==> config.mk <==
export PLATFORM = sky130hd
export DESIGN_NAME = avl_burst_slave_bridge
export DESIGN_NICKNAME = d
export VERILOG_FILES = /design/src/rtl/avl_burst_slave_bridge.sv
export SDC_FILE = /design/constraint.sdc
export NUM_CORES = 1
export LEC_CHECK = 0
export CORE_ASPECT_RATIO = 0.7
export CORE_UTILIZATION = 45
export CTS_CLUSTER_DIAMETER = 50
export CTS_CLUSTER_SIZE = 28
export DETAILED_ROUTE_END_ITERATION = 7
export PLACE_DENSITY = 0.79
export SETUP_SLACK_MARGIN = 0.02
export SYNTH_ARGS = -nofsm -noshare
export SYNTH_HDL_FRONTEND = slang
export SYNTH_SLANG_ARGS = --single-unit
==> constraint.sdc <==
create_clock -name clk -period 4.9 [get_ports clk]
set_input_delay 1.47 -clock clk [delete_from_list [all_inputs] [get_ports clk]]
set_output_delay 1.47 -clock clk [all_outputs]
set_load 0.1 [all_outputs]
==> src/rtl/avl_burst_slave_bridge.sv <==
// avl_burst_slave_bridge
//   Terminates a burst-capable memory-mapped master (e.g. a cache's line refill and
//   write-back port) and replays each burst as single-word accesses on a pipelined,
//   non-burst downstream port.
//
// Ports
//   clk, rest                 clock, asynchronous active-low reset
//   s0_*  (slave, burst)      address/byteEnable/read/write/writeData/burstCount in,
//                             waitRequest/readData/readDataValid out
//   m0_*  (master, single)    address/byteEnable/read/write/writeData out,
//                             waitRequest/readData/readDataValid in
module avl_burst_slave_bridge #(
  parameter int unsigned ADDR_W  = 32,
  parameter int unsigned DATA_W  = 32,
  parameter int unsigned BURST_W = 8
) (
  input  logic                  clk,
  input  logic                  rest,
  input  logic [ADDR_W-1:0]     s0_address,
  input  logic [DATA_W/8-1:0]   s0_byteEnable,
  input  logic                  s0_read,
  input  logic                  s0_write,
  input  logic [DATA_W-1:0]     s0_writeData,
  input  logic                  s0_beginBurstTransfer,
  input  logic [BURST_W-1:0]    s0_burstCount,
  output logic                  s0_waitRequest,
  output logic [DATA_W-1:0]     s0_readData,
  output logic                  s0_readDataValid,
  output logic [ADDR_W-1:0]     m0_address,
  output logic [DATA_W/8-1:0]   m0_byteEnable,
  output logic                  m0_read,
  output logic                  m0_write,
  output logic [DATA_W-1:0]     m0_writeData,
  input  logic                  m0_waitRequest,
  input  logic [DATA_W-1:0]     m0_readData,
  input  logic                  m0_readDataValid
);

  localparam int unsigned BE_W  = DATA_W / 8;
  localparam int unsigned CNT_W = BURST_W + 1;
  localparam logic [CNT_W-1:0] CntOne = CNT_W'(1);

  typedef enum logic [1:0] {
    StIdle    = 2'd0,
    StRdIssue = 2'd1,
    StRdDrain = 2'd2,
    StWr      = 2'd3
  } state_e;

  state_e            r_state, w_state_nxt;
  logic [ADDR_W-1:0] r_base;
  logic [CNT_W-1:0]  r_len;
  logic [CNT_W-1:0]  r_idx;
  logic [CNT_W-1:0]  r_issued;
  logic [CNT_W-1:0]  r_outstanding;
  logic [BE_W-1:0]   r_be;
  logic [DATA_W-1:0] r_rdata;
  logic              r_rvalid;

  logic [CNT_W-1:0]  w_len_in;
  logic [CNT_W-1:0]  w_len_m1;
  logic [ADDR_W-1:0] w_base_in;
  logic [ADDR_W-1:0] w_rd_off;
  logic [ADDR_W-1:0] w_wr_off;
  logic              w_rd_accept;
  logic              w_rd_last;
  logic              w_wr_accept;
  logic              w_wr_last;
  logic              w_rd_ret;
  logic [CNT_W-1:0]  w_out_nxt;
  logic              w_unused;

  // Address LSBs are forced to word alignment; beginBurstTransfer carries no control.
  assign w_unused = ^{s0_beginBurstTransfer, s0_address[1:0]};

  // A burst count of zero is handled as a single beat.
  assign w_len_in  = (s0_burstCount == '0) ? CntOne : {1'b0, s0_burstCount};
  assign w_len_m1  = r_len - CntOne;
  assign w_base_in = {s0_address[ADDR_W-1:2], 2'b00};

  // Beat offsets in bytes; the add into r_base wraps naturally at 2^ADDR_W.
  assign w_rd_off = ADDR_W'({r_issued, 2'b00});
  assign w_wr_off = ADDR_W'({r_idx, 2'b00});

  assign w_rd_accept = (r_state == StRdIssue) && !m0_waitRequest;
  assign w_rd_last   = w_rd_accept && (r_issued == w_len_m1);
  assign w_wr_accept = (r_state == StWr) && s0_write && !m0_waitRequest;
  assign w_wr_last   = w_wr_accept && (r_idx == w_len_m1);

  // Returns with nothing outstanding are still forwarded but never decrement past 0.
  assign w_rd_ret = m0_readDataValid && (r_outstanding != '0);

  always_comb begin
    w_out_nxt = r_outstanding;
    if ((r_state == StIdle) && s0_read && !s0_write) begin
      w_out_nxt = '0;
    end else if (w_rd_accept && !w_rd_ret) begin
      w_out_nxt = r_outstanding + CntOne;
    end else if (!w_rd_accept && w_rd_ret) begin
      w_out_nxt = r_outstanding - CntOne;
    end
  end

  // State register.
  always_ff @(posedge clk or negedge rest) begin
    if (!rest) begin
      r_state <= StIdle;
    end else begin
      r_state <= w_state_nxt;
    end
  end

  // Next-state logic.
  always_comb begin
    w_state_nxt = r_state;
    unique case (r_state)
      StIdle: begin
        if (s0_write) begin
          w_state_nxt = StWr;
        end else if (s0_read) begin
          w_state_nxt = StRdIssue;
        end
      end
      StRdIssue: begin
        if (w_rd_last) w_state_nxt = StRdDrain;
      end
      StRdDrain: begin
        // The final response and the return to idle can share a cycle.
        if (w_out_nxt == '0) w_state_nxt = StIdle;
      end
      StWr: begin
        if (w_wr_last) w_state_nxt = StIdle;
      end
      default: w_state_nxt = StIdle;
    endcase
  end

  // Output logic.
  always_comb begin
    s0_waitRequest = 1'b0;
    m0_address     = '0;
    m0_byteEnable  = '0;
    m0_read        = 1'b0;
    m0_write       = 1'b0;
    m0_writeData   = '0;
    unique case (r_state)
      StIdle: begin
        // A write is only latched here; its first beat is taken in StWr.
        s0_waitRequest = s0_write;
      end
      StRdIssue: begin
        s0_waitRequest = 1'b1;
        m0_read        = 1'b1;
        m0_address     = r_base + w_rd_off;
        m0_byteEnable  = r_be;
      end
      StRdDrain: begin
        s0_waitRequest = 1'b1;
      end
      StWr: begin
        s0_waitRequest = m0_waitRequest;
        m0_write       = s0_write;
        m0_writeData   = s0_writeData;
        m0_byteEnable  = s0_byteEnable;
        m0_address     = r_base + w_wr_off;
      end
      default: s0_waitRequest = 1'b0;
    endcase
  end

  // Burst bookkeeping and the registered read return path.
  always_ff @(posedge clk or negedge rest) begin
    if (!rest) begin
      r_base        <= '0;
      r_len         <= '0;
      r_idx         <= '0;
      r_issued      <= '0;
      r_outstanding <= '0;
      r_be          <= '0;
      r_rdata       <= '0;
      r_rvalid      <= 1'b0;
    end else begin
      r_rdata       <= m0_readData;
      r_rvalid      <= m0_readDataValid;
      r_outstanding <= w_out_nxt;
      unique case (r_state)
        StIdle: begin
          if (s0_write) begin
            r_base <= w_base_in;
            r_len  <= w_len_in;
            r_idx  <= '0;
          end else if (s0_read) begin
            r_base   <= w_base_in;
            r_len    <= w_len_in;
            r_be     <= s0_byteEnable;
            r_issued <= '0;
          end
        end
        StRdIssue: begin
          if (w_rd_accept) r_issued <= r_issued + CntOne;
        end
        StWr: begin
          if (w_wr_accept) r_idx <= r_idx + CntOne;
        end
        default: ;
      endcase
    end
  end

  assign s0_readData      = r_rdata;
  assign s0_readDataValid = r_rvalid;

endmodule

==> metrics.txt, run 1 <==
status finished, final reports clean; Via Count 5070; area leader, netlist dfrtp_1; fmax 0.207 GHz; number of synthesized flops with an enable pin 0; RR Startpoint r_state[1]; reg2reg setup slack 1.39 ns; cell area power density 751 mW/mm²; leakage a little under 0.004 µW; initial antenna violation count 0; fin area 0.00911 mm²; Area contributors post-synth dfrtp_1 46%, mux2_2 9.1%, xor2_1 5.7%; crit end category primary output; average wire per cell in the routed design 18.1 µm; CTS tree yes; worst slack, placed -0.138 ns; fraction of the cycle the final worst path needs a little over nine tenths; Iter 0 DRT Violations between 300 and 400; IO Count 219; final WL ~17000 µm; CP Data Arrival Time 3.37 ns; Yosys warnings 0; H-tree levels 3; Reg2Reg Capture Point r_state[1]; final slew viol count 0; clock skew 0.00467 ns; Syn Inst Count ~560; I/O Buffers 213; clock slew at reported path FFs about 0.070 ns; largest net degree at the start of global routing 82; Num Clock Sinks 104; Initial DRT Pass Iterations 4; placed cell area about 0.0084 mm²; Fill cells about 820; Starting Density between 40% and 50%; Min-Delay Endpoint r_be[2]; Worst Path Max Fanout 6; Critical Path Source Type register; Hold Crit Class reg2reg; CP required 3.43 ns; most frequent cells after synthesis 104 x dfrtp_1, 56 x nor2_1, 46 x mux2_2, 41 x nand2_1; first-pass GRT wire length 25200 µm; Nets approximately 920; count of hold-fix buffers inserted at cts 0; Vias/cell 5.34; CTS root buf clkbuf_16; min-delay src r_be[2]; DRC 0; Most used DFF post-synth dfrtp_1; worst vdd ir 0.000470 V; RSZ-0062 raised after global routing yes; dpl hpwl 12200 µm; Die Y 96.2 µm; WS Path Type reg2out; Placer Congestion 0.895; Antenna Cells 0; vias in the first global route 5115; worst-case reg-to-reg path depth 11; CTS max path bufs 2; Max-Cap Viols 0; Hold Path Stages 2; endpoints failing setup 0; Final Critical Period approximately 4.8 ns; grt total ovfl 0; ys async rst share 100%; ANT nets after route 0; top cell type's share of synthesized area 45.6%; cts bufs inserted 9; flop and latch count out of synthesis around 100; die footprint 0.0131 mm²; synthesized area 0.00570 mm²; Final Hold Vio Count 0; gr usage total 25.2%; top-count cell post-synth dfrtp_1; Rel. slew slack a little under a third; post-route worst setup slack a little under 0.06 ns; share of cells above drive strength 1 28.2%; Die X 137 µm; Slew @ Worst Pin between 1 and 1.5 ns; sequential-to-total area share from yosys stat between 40 and 50%; worst skew pair latency around 0.35 ns; core area about 0.012 mm²; synthesized area per cell 10.2 µm²; row cnt 34; Layout area overhead 59.6%; Yosys cell types 57
worst max path at each step:
stage,start,endpoint,slack [ns],cells past startpoint
6_report,r_state[1],m0_address[16],0.06,13
5_1_grt,r_state[1],m0_address[26],-0.04,13
3_5_place_dp,r_state[1],m0_address[16],-0.14,11
2_1_floorplan,r_state[1],m0_address[9],-0.02,11
3_3_place_gp,r_state[1],m0_address[26],0.07,12
4_1_cts,r_state[0],m0_address[25],0.005,13
cell type report:
type / instances / area (µm²) / area share (%)
Clock inverter: 6 / 57.6 / 0.632
Timing Repair Buffer: 235 / 2540 / 27.9
Sequential cell: 104 / 2600 / 28.6
Inverter: 17 / 63.8 / 0.701
Clock buffer: 9 / 225 / 2.47
Multi-Input combinational cell: 417 / 3410 / 37.5
Tap cell: 162 / 203 / 2.23
cells in the final DEF (no fill, tap or decap), types with 3 or more instances in the layout:
cell type and count:
clkdlybuf4s50_1 143, dfrtp_1 104, buf_4 57, mux2_2 44
nand2_1 40, and2_1 37, nor2_1 32, buf_12 32
xnor2_1 29, xor2_1 23, nor2_4 19, inv_1 17
ha_1 16, a21oi_1 15, and3_1 14, nand4_1 14
xor2_2 13, o21ai_0 11, clkbuf_16 10, nor3_1 9
nand3_1 8, nor4_1 7, a22o_1 5, nor2_2 5
mux2i_1 5, nor2b_1 4, or3_1 4, inv_6 4
mux2_4 3, o21ai_4 3, a21oi_4 3, nand2b_1 3
or4_1 3, ha_4 3
logic make-up (layout without fill, tap and decap cells):
family	count (synthesis)	in the layout	share of synthesized area (%)
buffers and inverters	38	267	2.98
AND/OR/NAND/NOR	215	215	19.4
other	1	2	0.0657
AO/OA/AOI/OAI	60	61	6.87
flip-flops	104	104	45.6
adder cells (fa/ha/maj)	21	21	4.69
multiplexers	52	52	10.2
XOR/XNOR	66	66	10.1
registers in the layout, indices dropped and copies added (netlist names):
register / cells
r_idx: 9
r_be: 4
r_outstanding: 9
r_state: 2
r_base: 30
s0_readData: 32
r_issued: 9
r_len: 8
s0_readDataValid: 1
worst max-delay path: stages, from the launching register on:
cell	delay (ns)
dfrtp_1	0.42
ha_4	0.21
mux2_4	0.31
ha_4	0.17
fa_2	0.36
a21o_1	0.21
a21oi_2	0.22
nor2b_4	0.10
o21bai_4	0.25
o21ai_4	0.14
nand3_2	0.18
xor2_4	0.21
nor2_4	0.05
buf_12	0.18
repair_timing:
item | CTS | global route
pin swaps | 2 | 18
cloned | 0 | 3
endpoints found under the setup margin | 20 | 20
endpoints found under the hold margin | 0 | 0
resized for setup | 11 | 34
setup buffers | 3 | 7
metrics by stage:
stage,TNS (ns),utilization [%],instances,power (µW),hold slack (ns)
CTS,0,71.1,940,6630,0.490
finish,0,73.6,950,6840,0.486
global route,-0.0826,73.6,950,7140,0.526
global placement,0,68.1,922,5760,0.461
detailed placement,-0.635,68.1,922,5870,0.473
floorplan,-0.0181,-,558,4540,0.447
layer usage:
metal  track usage (%)  routed length, µm  up-vias
met4              6.30                244        0
met1              29.8               6810     2482
met3              7.32               1490       25
li1                  -                  -     2356
met5                 0                  0        -
met2              45.1               8690      207
where the power goes:
group,internal (µW),switching [µW]
combinational,1700,2990
sequential,1110,329
clock,357,349
Power figures use the tool's default switching activity.
==> run 2, diff against run 1 <==
--- a/config.mk
+++ b/config.mk
@@ -6,11 +6,11 @@
 export NUM_CORES = 1
 export LEC_CHECK = 0
 export CORE_ASPECT_RATIO = 0.7
-export CORE_UTILIZATION = 45
+export CORE_UTILIZATION = 48
 export CTS_CLUSTER_DIAMETER = 50
 export CTS_CLUSTER_SIZE = 28
 export DETAILED_ROUTE_END_ITERATION = 7
-export PLACE_DENSITY = 0.79
+export PLACE_DENSITY = 0.84
 export SETUP_SLACK_MARGIN = 0.02
 export SYNTH_ARGS = -nofsm -noshare
 export SYNTH_HDL_FRONTEND = slang
==> constraint.sdc (replaced) <==
create_clock -name clk -period 6.26 [get_ports clk]
set_input_delay 1.878 -clock clk [delete_from_list [all_inputs] [get_ports clk]]
set_output_delay 1.878 -clock clk [all_outputs]
set_load 0.1 [all_outputs]
==> metrics.txt, run 2 (synthesis results as in run 1) <==
most common cell after layout, fill and taps aside clkdlybuf4s50_1; PnR Total Power 4950 µW (-28%); Final Critical Period 5.93 ns; Rel. slew slack 32.1% (+1.6 points); fmax 0.169 GHz; Placer Congestion 0.861 (-3.8%); clock slew at reported path FFs 0.07 ns (about the same); Die Y 93.2 µm (-3.1%); IO Count 219 (unchanged); status finished, final reports clean; Max-Cap Viols 0 (unchanged); share of cells above drive strength 1 19.4% (-8.7 points); cts bufs inserted 9 (unchanged); CTS tree yes; Hold Crit Class reg2reg; DRC 0 (unchanged); Num Clock Sinks 104 (unchanged); core area 0.0113 mm² (-8.8%); dpl hpwl 11800 µm (-3.3%); average wire per cell in the routed design 16.7 µm (-7.7%); Die X 132 µm (-3.1%); min-delay src r_be[3]; WS Path Type reg2out; Reg2Reg Capture Point r_state[1]; setup bufs post-CTS 0 (-3); final WL 15500 µm (-10%); Initial DRT Pass Iterations 4 (unchanged); Fill cells 741 (-9.7%); cts repair resizes 0 (-11); Min-Delay Endpoint r_be[3]; largest net degree at the start of global routing 63 (-23%); Slew @ Worst Pin 1.02 ns (-0.0273 ns); Critical Path Source Type register; Nets 902 (-1.8%); H-tree levels 3 (unchanged); count of hold-fix buffers inserted at cts 0 (unchanged); CTS root buf clkbuf_16; worst vdd ir 0.000450 V (-4.4%); GRT Max-Usage Layer met2; reg2reg setup slack 2.84 ns (+1.45 ns); met2 usage 43.2% (-2.0 points); Via Count 5021 (-0.97%); gr usage total 25.8% (+0.63 points); CP required 4.38 ns (+0.95 ns); worst skew pair latency 0.36 ns (about the same); Starting Density 50.5% (+4.4 points); Storage cell area 0.00260 mm² (unchanged); grt met1 use 31.5% (+1.7 points); first-pass GRT wire length 24800 µm (-1.6%); grt total ovfl 0 (unchanged); setup TNS 0 ns (unchanged); Layout area overhead 48.2%; Worst Path Max Fanout 14 (+8); endpoints failing setup 0 (unchanged); initial antenna violation count 0 (unchanged); RSZ-0062 raised after global routing no; Hold Path Stages 2 (unchanged); post-route worst setup slack 0.334 ns (+0.275 ns); fraction of the cycle the final worst path needs 94.7%; clock skew 0.00550 ns (+0.000826 ns); vias in the first global route 5090 (-0.49%); grt met3 use 9.05% (+1.7 points); Antenna Cells 0 (unchanged); most frequent cells in the layout 144 x clkdlybuf4s50_1, 104 x dfrtp_1, 55 x nor2_1, 51 x buf_4, 46 x mux2_2; crit end category primary output; RR Startpoint r_state[1]; final slew viol count 0 (unchanged); max FFs per register 32 (unchanged); worst-case reg-to-reg path depth 10 (-1); I/O Buffers 213 (unchanged); ANT nets after route 0 (unchanged); row cnt 32 (-5.9%); cell area power density 585 mW/mm² (-22%); worst slack, placed 0.775 ns (+0.912 ns); Vias/cell 5.43 (+1.7%); leakage 0.00371 µW (-4.2%); CP Data Arrival Time 4.05 ns (+0.68 ns); die footprint 0.0123 mm² (-6.1%); Final Hold Vio Count 0 (unchanged); Iter 0 DRT Violations 287 (-6.8%); CTS max path bufs 2 (unchanged); Multi-input gate area 0.00296 mm² (-13%)
run 2: changes by cell type in the layout (fill, tap and decap cells not counted), moves of 6 or more:
cell	before	now
buf_12	32	24
nor2_1	32	55
nor2_4	19	0
buf_4	57	51
xor2_1	23	37
xor2_2	13	0
run 2: how the worst max path moves through the flow:
stage | cells after the start | startpoint | to
finish | 13 | r_state[1] | m0_address[28]
global route | 13 | r_state[1] | m0_address[26]
CTS | 13 | r_state[1] | m0_address[28]
detailed placement | 13 | r_state[1] | m0_address[16]
global placement | 13 | r_state[1] | m0_address[28]
floorplan | 13 | r_state[1] | m0_address[11]
run 2: critical path, stage by stage, from the launching register on:
cell	delay (ns)
dfrtp_1	0.41
ha_1	0.53
mux2_2	0.43
ha_1	0.22
fa_1	0.41
a21o_1	0.18
a21oi_1	0.17
nor2b_1	0.11
o21bai_1	0.21
o21ai_1	0.31
nand4_1	0.21
xor2_1	0.08
nor2_1	0.21
buf_12	0.21
run 2: routing by layer:
layer | share of wire (%) | wire length, µm
met1 | 43 | 6580
met4 | 1.7 | 264
met3 | 8.7 | 1340
met5 | 0 | 0
met2 | 47 | 7290
run 2: metrics by stage:
stage / area [µm²] / cells / hold slack (ns) / utilization, %
floorplan: 5720 / 558 / 0.447 / -
detailed placement: 8120 / 909 / 0.473 / 71.9
finish: 8450 / 925 / 0.491 / 74.9
CTS: 8450 / 925 / 0.492 / 74.9
global route: 8450 / 925 / 0.520 / 74.9
global placement: 8120 / 909 / 0.465 / 71.9
run 2: layout make-up:
class / count / share of cell area (%)
Multi-Input combinational cell: 416 / 35.0
Sequential cell: 104 / 30.8
Clock buffer: 9 / 2.66
Clock inverter: 7 / 1.24
Tap cell: 153 / 2.26
Timing Repair Buffer: 219 / 27.3
Inverter: 17 / 0.755
run 2: report_power, final:
part | switching [µW] | internal, µW | leakage, µW
logic | 2160 | 1070 | 0.00228
clock network | 286 | 327 | 0.000162
registers | 227 | 870 | 0.00127
==> run 3, diff against run 2 <==
--- a/config.mk
+++ b/config.mk
@@ -6,11 +6,12 @@
 export NUM_CORES = 1
 export LEC_CHECK = 0
 export CORE_ASPECT_RATIO = 0.7
-export CORE_UTILIZATION = 48
+export CORE_UTILIZATION = 39
 export CTS_CLUSTER_DIAMETER = 50
 export CTS_CLUSTER_SIZE = 28
 export DETAILED_ROUTE_END_ITERATION = 7
-export PLACE_DENSITY = 0.84
+export GPL_ROUTABILITY_DRIVEN = 0
+export PLACE_DENSITY = 0.69
 export SETUP_SLACK_MARGIN = 0.02
 export SYNTH_ARGS = -nofsm -noshare
 export SYNTH_HDL_FRONTEND = slang
==> metrics.txt, run 3 (synthesis results as in run 1) <==
sequential share of power 22.2% (about the same); average wire per cell in the routed design 15.6 µm (-6.5%); Antenna Cells 0 (unchanged); CTS max path bufs 2 (unchanged); clock skew 0.00984 ns (+0.00434 ns); met2 WL post-DR 7140 µm (-2.1%); Vias/cell 5.07 (-6.6%); final slew viol count 0 (unchanged); fraction of the cycle the final worst path needs 92.8% (-1.9 points); clock slew at reported path FFs 0.08 ns (about the same); most common cell after layout, fill and taps aside clkdlybuf4s50_1; H-tree levels 3 (unchanged); crit path cell chain ha_1, mux2_2, ha_1, fa_1, a21o_1, a21oi_1, nor2b_1, o21bai_1, o21ai_1, buf_4, nand4_1, xor2_1, nor2_1, buf_12; Max-Cap Viols 0 (unchanged); P_int 2250 µW (-0.89%); Num Clock Sinks 104 (unchanged); status finished, final reports clean; met1 wire length 6640 µm (+0.91%); Critical Path Source Type register; IO Count 219 (unchanged); Fill cells 1158 (+56%); die footprint 0.0151 mm² (+23%); Crit path largest cell delay 0.52 ns (about the same); crit end category primary output; setup bufs post-CTS 0 (unchanged); Reg2Reg Capture Point r_state[1]; Switching Share 54.2% (+0.12 points); reg2reg setup slack 2.98 ns (+0.14 ns); Die X 147 µm (+11%); worst vdd ir 0.000426 V (-5.3%); Critical Path Source r_state[1]; Top Family by Delay on Critical Path adder cells; I/O Buffers 213 (unchanged); Worst setup endpoint m0_address[28]; first-pass GRT wire length 24300 µm (-2.3%); Clock Power Share 12.0% (-0.4 points); Layout area overhead 49.3%; grt total ovfl 0 (unchanged); count of hold-fix buffers inserted at cts 0 (unchanged); metal3 WL 1150 µm (-14%); slowest CP cell ha_1; Nets 904 (+0.22%); crit path buf inv count 2 (+1); worst skew pair latency 0.36 ns (about the same); Starting Density 40.5% (-10 points); Storage cell area 0.00260 mm² (unchanged); row cnt 36 (+13%); Slew @ Worst Pin 1.01 ns (-0.00546 ns); ANT nets after route 0 (unchanged); final WL 15100 µm (-2.6%); cts repair resizes 0 (unchanged); Hold Path Stages 2 (unchanged); Iter 0 DRT Violations 143 (-50%); RR Startpoint r_state[1]; CP required 4.38 ns (about the same); DRC 0 (unchanged); Via Count 4888 (-2.6%); Hold Crit Class reg2reg; critical path depth 14 (+1); core area 0.0141 mm² (+25%); worst-case reg-to-reg path depth 10 (unchanged); dpl hpwl 11500 µm (-2.7%); largest net degree at the start of global routing 70 (+11%); Initial DRT Pass Iterations 4 (unchanged); Die Y 103 µm (+11%); Worst Path Max Fanout 12 (-2); most frequent cells in the layout 144 x clkdlybuf4s50_1, 104 x dfrtp_1, 55 x nor2_1, 52 x buf_4, 46 x mux2_2; Final Critical Period 5.81 ns (-0.119 ns); Multi-input gate area 0.00296 mm² (unchanged); cts bufs inserted 9 (unchanged); Rel. slew slack 32.4% (+0.37 points); Comb pwr share 65.9% (+0.5 points); Final Hold Vio Count 0 (unchanged); CP Data Arrival Time 3.93 ns (-0.12 ns); leakage 0.00371 µW (+0.10%); cell area power density 577 mW/mm² (-1.4%); Switching Power 2670 µW (-0.39%); fmax 0.172 GHz (+2.0%); CTS tree yes; RSZ-0062 raised after global routing no; Most common cell on crit path ha_1; vias in the first global route 4848 (-4.8%); share of cells above drive strength 1 19.6% (+0.21 points); endpoints failing setup 0 (unchanged); setup TNS 0 ns (unchanged); WS Path Type reg2out; max FFs per register 32 (unchanged); gr usage total 20.5% (-5.3 points); CTS root buf clkbuf_16; DR top layer met4; initial antenna violation count 0 (unchanged); Final Core Density 60.4% (-14 points)
## run 3: how the worst min path moves through the flow
stage	from	to	slack (ns)
after floorplan	r_be[1]	r_be[1]	0.45
after global placement	r_be[0]	r_be[0]	0.47
after detailed placement	r_be[1]	r_be[1]	0.47
after CTS	r_be[2]	r_be[2]	0.49
after global routing	r_be[2]	r_be[2]	0.51
final	r_be[1]	r_be[1]	0.48
## run 3: metal layers
layer	track usage [%]	up-vias
li1	-	2331
met1	25.2	2374
met2	34.8	168
met3	7.06	15
met4	6.01	0
met5	0	-
## run 3: layout make-up
type                            instances  share of cell area (%)
Clock buffer                            9                    2.64
Multi-Input combinational cell        416                    34.7
Sequential cell                       104                    30.6
Tap cell                              190                    2.79
Timing Repair Buffer                  221                    27.4
Clock inverter                          7                    1.12
Inverter                               17                   0.749
## run 3: worst reg2reg max path, delay by kind of cell, from the launching register on
family | cells | cell delay, ns
mux | 1 | 0.34
compound gates | 3 | 0.74
buf+inv | 1 | 0.10
fa+ha+maj | 1 | 0.52
flops | 1 | 0.43
simple gates | 3 | 0.89
xor+xnor | 1 | 0.16
## run 3: stage by stage
step	setup slack, ns	std cells	hold WS (ns)	power, µW	cell area, µm²
final	0.453	964	0.483	4920	8520
after global placement	0.959	948	0.467	4280	8200
after floorplan	0.0917	558	0.447	3410	5720
after detailed placement	0.849	948	0.472	4330	8200
after CTS	0.443	964	0.490	4940	8520
after global routing	0.109	964	0.513	5160	8520
## run 3: power by group through the flow
stage	clock, µW	sequential [µW]	combinational, µW
after detailed placement	0	1100	3240
after CTS	603	1090	3250
after floorplan	0	1110	2300
after global placement	0	1080	3200
final	588	1090	3240
after global routing	627	1120	3410
